### config.mk
export PLATFORM = sky130hd
export DESIGN_NAME = usr_cmd_seq
export DESIGN_NICKNAME = d
export VERILOG_FILES = /design/src/rtl/usr_cmd_seq_pkg.sv /design/src/rtl/usr_cmd_seq.sv
export SDC_FILE = /design/constraint.sdc
export NUM_CORES = 1
export LEC_CHECK = 0
export BUFFER_PORTS_ARGS = -buffer_cell sky130_fd_sc_hd__buf_4
export CAP_MARGIN = 10
export CORE_UTILIZATION = 40
export DETAILED_ROUTE_END_ITERATION = 7
export PLACE_DENSITY = 0.69
export SLEW_MARGIN = 20
export SYNTH_ARGS = -nofsm -noshare
export SYNTH_HDL_FRONTEND = slang
export SYNTH_SLANG_ARGS = --single-unit
### constraint.sdc
create_clock -name clk -period 4.1 [get_ports clk]
set_input_delay 0.205 -clock clk [delete_from_list [all_inputs] [get_ports clk]]
set_output_delay 0.205 -clock clk [all_outputs]
set_load 0.005 [all_outputs]
### src/rtl/usr_cmd_seq_pkg.sv
// Shared types and next-value function for the usrf universal shift register
// and its command sequencer; the same function drives the shadow copy and any model.
package usr_pkg;

  localparam int USR_WIDTH = 4;

  typedef enum logic [1:0] {
    OP_LOAD = 2'b00,
    OP_SHL  = 2'b01,
    OP_SHR  = 2'b10,
    OP_ROR  = 2'b11
  } usr_op_t;

  typedef enum logic {
    ST_IDLE = 1'b0,
    ST_RUN  = 1'b1
  } usr_st_t;

  function automatic logic [USR_WIDTH-1:0] usr_next(
    input usr_op_t               op,
    input logic [USR_WIDTH-1:0]  value,
    input logic [USR_WIDTH-1:0]  din
  );
    case (op)
      OP_SHL:  return {value[USR_WIDTH-2:0], 1'b0};
      OP_SHR:  return {1'b0, value[USR_WIDTH-1:1]};
      OP_ROR:  return {value[0], value[USR_WIDTH-1:1]};
      default: return din;
    endcase
  endfunction

endpackage

### src/rtl/usr_cmd_seq.sv
// Command sequencer feeding usrf: keeps a shadow of the register and holds it by reload.
// Optional reg_fb/mismatch self-check is enabled by defining USR_CMD_SEQ_CHECK_EN.
module usr_cmd_seq
  import usr_pkg::*;
#(
  parameter int WIDTH = USR_WIDTH,
  parameter int CNT_W = 3
) (
  input  logic             clk,
  input  logic             rst_n,
  input  logic             cmd_valid,
  output logic             cmd_ready,
  input  logic [1:0]       cmd_op,
  input  logic [CNT_W-1:0] cmd_count,
  input  logic [WIDTH-1:0] cmd_data,
  output logic [1:0]       mode,
  output logic [WIDTH-1:0] data,
  output logic [WIDTH-1:0] shadow,
  output logic             busy,
  output logic             done
`ifdef USR_CMD_SEQ_CHECK_EN
  ,
  input  logic [WIDTH-1:0] reg_fb,
  output logic             mismatch
`endif
);

  usr_st_t          r_state, w_state;
  usr_op_t          r_op, w_op;
  usr_op_t          r_mode, w_mode;
  logic [CNT_W-1:0] r_cnt, w_cnt;
  logic [WIDTH-1:0] r_data, w_data;
  logic [WIDTH-1:0] r_shadow, w_shadow;
  logic [WIDTH-1:0] w_step;
  logic             r_busy, w_busy;
  logic             r_done, w_done;
  logic             r_ready, w_ready;

  assign w_step = usr_next(r_op, r_shadow, r_shadow);

  always_comb begin
    w_state  = r_state;
    w_op     = r_op;
    w_cnt    = r_cnt;
    w_shadow = r_shadow;
    w_mode   = OP_LOAD;
    w_data   = r_shadow;
    w_busy   = 1'b0;
    w_done   = 1'b0;
    w_ready  = 1'b1;
    case (r_state)
      ST_IDLE: begin
        if (cmd_valid && r_ready) begin
          if (usr_op_t'(cmd_op) == OP_LOAD) begin
            w_shadow = cmd_data;
            w_data   = cmd_data;
            w_done   = 1'b1;
          end else if (cmd_count == '0) begin
            w_done   = 1'b1;
          end else begin
            w_state  = ST_RUN;
            w_op     = usr_op_t'(cmd_op);
            w_cnt    = cmd_count;
            w_mode   = usr_op_t'(cmd_op);
            w_busy   = 1'b1;
            w_ready  = 1'b0;
          end
        end
      end
      default: begin
        // usrf shifts on this same edge, so the shadow steps in lockstep
        w_shadow = w_step;
        w_data   = w_step;
        w_cnt    = r_cnt - CNT_W'(1);
        if (r_cnt == CNT_W'(1)) begin
          w_state = ST_IDLE;
          w_done  = 1'b1;
        end else begin
          w_mode  = r_op;
          w_busy  = 1'b1;
          w_ready = 1'b0;
        end
      end
    endcase
  end

  always_ff @(posedge clk or negedge rst_n) begin
    if (!rst_n) begin
      r_state  <= ST_IDLE;
      r_op     <= OP_LOAD;
      r_cnt    <= '0;
      r_mode   <= OP_LOAD;
      r_data   <= '0;
      r_shadow <= '0;
      r_busy   <= 1'b0;
      r_done   <= 1'b0;
      r_ready  <= 1'b1;
    end else begin
      r_state  <= w_state;
      r_op     <= w_op;
      r_cnt    <= w_cnt;
      r_mode   <= w_mode;
      r_data   <= w_data;
      r_shadow <= w_shadow;
      r_busy   <= w_busy;
      r_done   <= w_done;
      r_ready  <= w_ready;
    end
  end

  assign cmd_ready = r_ready;
  assign mode      = r_mode;
  assign data      = r_data;
  assign shadow    = r_shadow;
  assign busy      = r_busy;
  assign done      = r_done;

`ifdef USR_CMD_SEQ_CHECK_EN
  logic w_ld;
  logic r_armed, r_ld, r_mm;

  assign w_ld = (r_state == ST_IDLE) && cmd_valid && r_ready &&
                (usr_op_t'(cmd_op) == OP_LOAD);

  // A load moves the shadow one edge ahead of usrf, so that single cycle is skipped.
  always_ff @(posedge clk or negedge rst_n) begin
    if (!rst_n) begin
      r_armed <= 1'b0;
      r_ld    <= 1'b0;
      r_mm    <= 1'b0;
    end else begin
      r_armed <= 1'b1;
      r_ld    <= w_ld;
      if (r_armed && !r_ld && (reg_fb != r_shadow))
        r_mm <= 1'b1;
    end
  end

  assign mismatch = r_mm;
`endif

endmodule

After elaboration in Yosys (flattened, before gate mapping):

Index checks and enable logic that the tools add are counted.

* add/subtract/negate cells: 1
* multiply operators: 0
* div/mod/pow operators: 0
* order comparisons: 0
* eq/ne operators: 7
* shift-type cells: 0
* muxes and demuxes: 25
* bitwise logic cells: 3
* reduce and logical (&&, ||, !) cells: 8

Operators by type and width (number)
* $mux 1: 12
* $mux 3: 4
* $mux 4: 3
* $pmux 4 s3: 1
* $mux 2: 5
* $reduce_and 3->1: 2
* $eq 2x2->1 const B: 2
* $ne 2x2->1 const B: 2
* $ne 4x1->1 const B: 1
* $reduce_and 4->1: 1
* $reduce_bool 2->1: 2
* $eq 3x1->1 const B: 1
* $logic_not 3->1: 1
* $not 1->1: 3
* $sub 3x1->3 const B: 1
* $eq 2x1->1 const B: 1
* $logic_not 2->1: 1
* $logic_and 1x1->1: 1

* register bits: 14
* bits in latches: 0
* memory bits (writable): 0
* bits in read-only memories: 0
* bits of input ports: 12
* output and inout port bits: 13
* word-level logic and storage cells: 51
* memories: 0

Logic depth before layout (Yosys ltp):

* word-level depth: 5
* mapped depth: 5
* mapped depth without buffers: 5

Worst setup path after synthesis:

No wires, ideal clock.

* kind: flip-flop to flip-flop
* start point: reg r_ready (netlist: cmd_ready)
* end point: reg r_shadow[3] (netlist: shadow[3])
* setup time: 0.125 ns
* arrival: 1.193 ns
* required time: 3.975 ns
* path slack: 2.782 ns
* cell stages (with the launch flop): 4
* buffers on the path: 0
* period minus slack after synthesis: 1.318 ns
* cells stage by stage: dfstp_2 and4bb_4 o22ai_2 mux2_4

* cells in the longest elaborated chain, start to end: 3

Ends and longest elaborated chain
* start: declaration: line usr_cmd_seq.sv:37 `logic r_ready, w_ready;`
* start signal: assignment: line usr_cmd_seq.sv:107 `r_ready <= w_ready;`
* $logic_and 1x1->1: line usr_cmd_seq.sv:53 `if (cmd_valid && r_ready) begin`
* $reduce_bool 2->1 (no line)
* $reduce_and 3->1 (no line)
* end signal: assignment: line usr_cmd_seq.sv:104 `r_shadow <= w_shadow;`
* end: declaration: line usr_cmd_seq.sv:33 `logic [WIDTH-1:0] r_shadow, w_shadow;`

Every way passes these cells.
A chain may end at the register's enable or synchronous reset.

==> results.json <==
{
  "synth.distinct_cells": 33,
  "crit_type": "reg2reg",
  "clockRootBuffer": "clkbuf_4",
  "total_power_mw": 0.758,
  "fin_crit_sh_pct": 34.7,
  "top_level_ports": 25,
  "peakVddDrop_mv": 0.359,
  "numClockSinks": 14,
  "gr-total-overflow": 0,
  "yosysWarnings": 0,
  "clkSlewWorstSetupHoldPaths_ps": 90,
  "synth.area.top_cells": "dfrtp_1 40%, o21ai_0 4.9%, buf_4 4.6%, nand2b_1 3.8%, mux2i_1 3.7%",
  "htree_levels": 1,
  "start_util_pct": 44.7,
  "cp.arrival_ps": 1610,
  "endpoint": "mode[1]",
  "syn_inst": 81,
  "r2r-end": "mode[1]",
  "post_cts_buffers": 0,
  "gp_congestion": 0.751,
  "post-route-util_pct": 56.1,
  "io_buffers": 24,
  "startpoint_type": "register",
  "timing.rr.start": "busy",
  "timing.reg2reg.setup_slack_ps": 2680,
  "status": "finished, final reports clean",
  "drt_iter0_drc": 7,
  "ys_ff_latch": 14,
  "hold_class": "in2reg",
  "power_density_nw_per_um2": 742,
  "coreArea_um2": 1820,
  "syn_to_final_growth_pct": 25.3,
  "r2r.worst_path.cells": 2,
  "syn_nets": 95,
  "p_leak_nw": 0.473,
  "cts_resized": 0,
  "drcViolationCount": 0,
  "syn_avg_cell_area_um2": 10.1,
  "yosys.area.top_type": "dfrtp_1",
  "dp_slack_ps": 2670,
  "ctsHoldBuffers": 1,
  "crit_path_end_kind": "register",
  "rsz0062_at_grt": "false",
  "setup_violations": 0,
  "yosysSeqAreaShare_pct": 43.2,
  "synth_area_um2": 815,
  "drtPass1Iterations": 4,
  "die_width_um": 47.1,
  "hpwl_mm": 1.28,
  "grt_usage_pct": 18.2,
  "wirelength_mm": 1.68,
  "via_per_inst": 5.22,
  "ctsLongestPathBuffers": 2,
  "crit_path_max_fanout": 20,
  "startpoint": "busy",
  "grt_pass1_wl_mm": 2.75,
  "fin_skew_ps": 5.25,
  "fin_crit_ps": 1420,
  "ant_nets": 0,
  "cts_made_buffers": 3,
  "grt_pass1_vias": 647,
  "wl_per_cell_um": 13.3,
  "antenna_found_initial": 0,
  "vias": 663,
  "clkLatencyLatePin_ps": 280,
  "rows": 15,
  "maxCapViolations": 0,
  "cts_tree": "done",
  "setup_tns_ps": 0,
  "required_ps": 4280,
  "final_net_count": 117,
  "grt_max_degree": 21,
  "die_h_um": 47.1,
  "tightest_slew_ps": 571,
  "finalHoldViolations": 0,
  "drive_above_1_share_pct": 35.3,
  "dieArea_um2": 2220,
  "relSlewSlack_pct": 61.9,
  "setup_slack_ps": 2680,
  "final_max_slew_viol_count": 0,
  "synth_top_area_share_pct": 39.9,
  "fmax_mhz": 702,
  "n_antenna_cell": 0
}
## state kept, by name, indices dropped and copies added, names as in the netlist
| signal | count |
|---|---|
| cmd_ready | 1 |
| busy | 1 |
| r_op | 2 |
| r_cnt | 3 |
| shadow | 4 |
| done | 1 |
| mode | 2 |
## routing by layer
layer / vias to the layer above / part of all wire, % / GRT usage, %
met5: - / 0 / 0
met4: 0 / 0.65 / 5.14
met3: 2 / 3.7 / 5.77
met2: 14 / 52 / 32.5
met1: 318 / 43 / 20.7
li1: 329 / - / -
## worst min path at each step
stage | endpoint | slack [ps] | cells after the start | start
4_1_cts | shadow[2] | 210 | 3 | cmd_data[2]
6_report | shadow[1] | 210 | 3 | cmd_data[1]
3_5_place_dp | mode[1] | 70 | 1 | rst_n
5_1_grt | shadow[1] | 210 | 3 | cmd_data[1]
3_3_place_gp | mode[0] | 70 | 1 | rst_n
2_1_floorplan | busy | -90 | 0 | rst_n
## synth_stat cells
cell type,count
dfrtp_1,13
o21ai_0,8
inv_1,6
buf_4,5
nand2b_1,5
a21oi_1,4
mux2i_1,3
nand3_1,3
nor2_1,3
o211ai_1,3
a21bo_2,2
a22oi_1,2
ha_1,2
mux2_2,2
nor3_1,2
a221oi_1,1
a31oi_1,1
and3b_1,1
and4bb_4,1
buf_2,1
clkbuf_1,1
clkbuf_2,1
dfstp_2,1
mux2_4,1
nand2_1,1
o2111ai_1,1
o211a_1,1
o21a_1,1
o22ai_1,1
o22ai_2,1
o31ai_1,1
or3_1,1
xnor2_1,1
## worst max-delay path: stages, from the launching register on
cell	delay, ps
dfrtp_1	710
o21ai_0	320
o21ai_0	290
## report_power, final
| part | leakage (nW) | internal, mW | switching, mW | total (mW) |
|---|---|---|---|---|
| clock network | 0.0210 | 0.0540 | 0.0448 | 0.0988 |
| registers | 0.167 | 0.211 | 0.104 | 0.314 |
| logic | 0.285 | 0.212 | 0.132 | 0.344 |
| total | 0.473 | 0.477 | 0.281 | 0.758 |
## cell type report
| class | count | area (µm²) |
|---|---|---|
| clock buffer | 4 | 36.3 |
| inverter | 6 | 22.5 |
| timing repair buffer | 25 | 190 |
| multi-input combinational | 53 | 389 |
| tap | 25 | 31.3 |
| sequential | 14 | 352 |
| fill | 167 | 800 |
## cell families (layout without fill, tap and decap cells)
| family | count (synthesis) | after routing | synth area share, % |
|---|---|---|---|
| AOI/OAI and AO/OA | 27 | 27 | 22.7 |
| and+or+nand+nor | 17 | 17 | 12.6 |
| DFF | 14 | 14 | 43.2 |
| buffers and inverters | 14 | 35 | 9.06 |
| muxes | 6 | 6 | 8.29 |
| adders and majority gates | 2 | 2 | 3.07 |
| xor gates and xnor gates | 1 | 1 | 1.08 |
## layout by cell type (no fill, tap or decap), drive strengths merged
master / count
a221oi: 1
nor2: 3
buf: 24
nand3: 3
clkbuf: 4
xnor2: 1
o211ai: 3
o31ai: 1
mux2: 3
o211a: 1
dfrtp: 13
a21bo: 2
ha: 2
or3: 1
nor3: 2
inv: 6
mux2i: 3
a22oi: 2
nand2b: 5
and3b: 1
a21oi: 4
dlygate4sd3: 1
nand2: 1
and4bb: 1
o22ai: 2
o2111ai: 1
o21ai: 8
o21a: 1
a31oi: 1
dfstp: 1
## per-stage QoR
step                      cell area (µm²)  hold slack, ps  std cells
after floorplan                       815           -90.6         81
after global placement                975            65.3        122
after detailed placement              975            65.4        122
after CTS                            1020             206        127
after global routing                 1020             213        127
final                                1020             207        127
(Power assumes the default switching activity.)
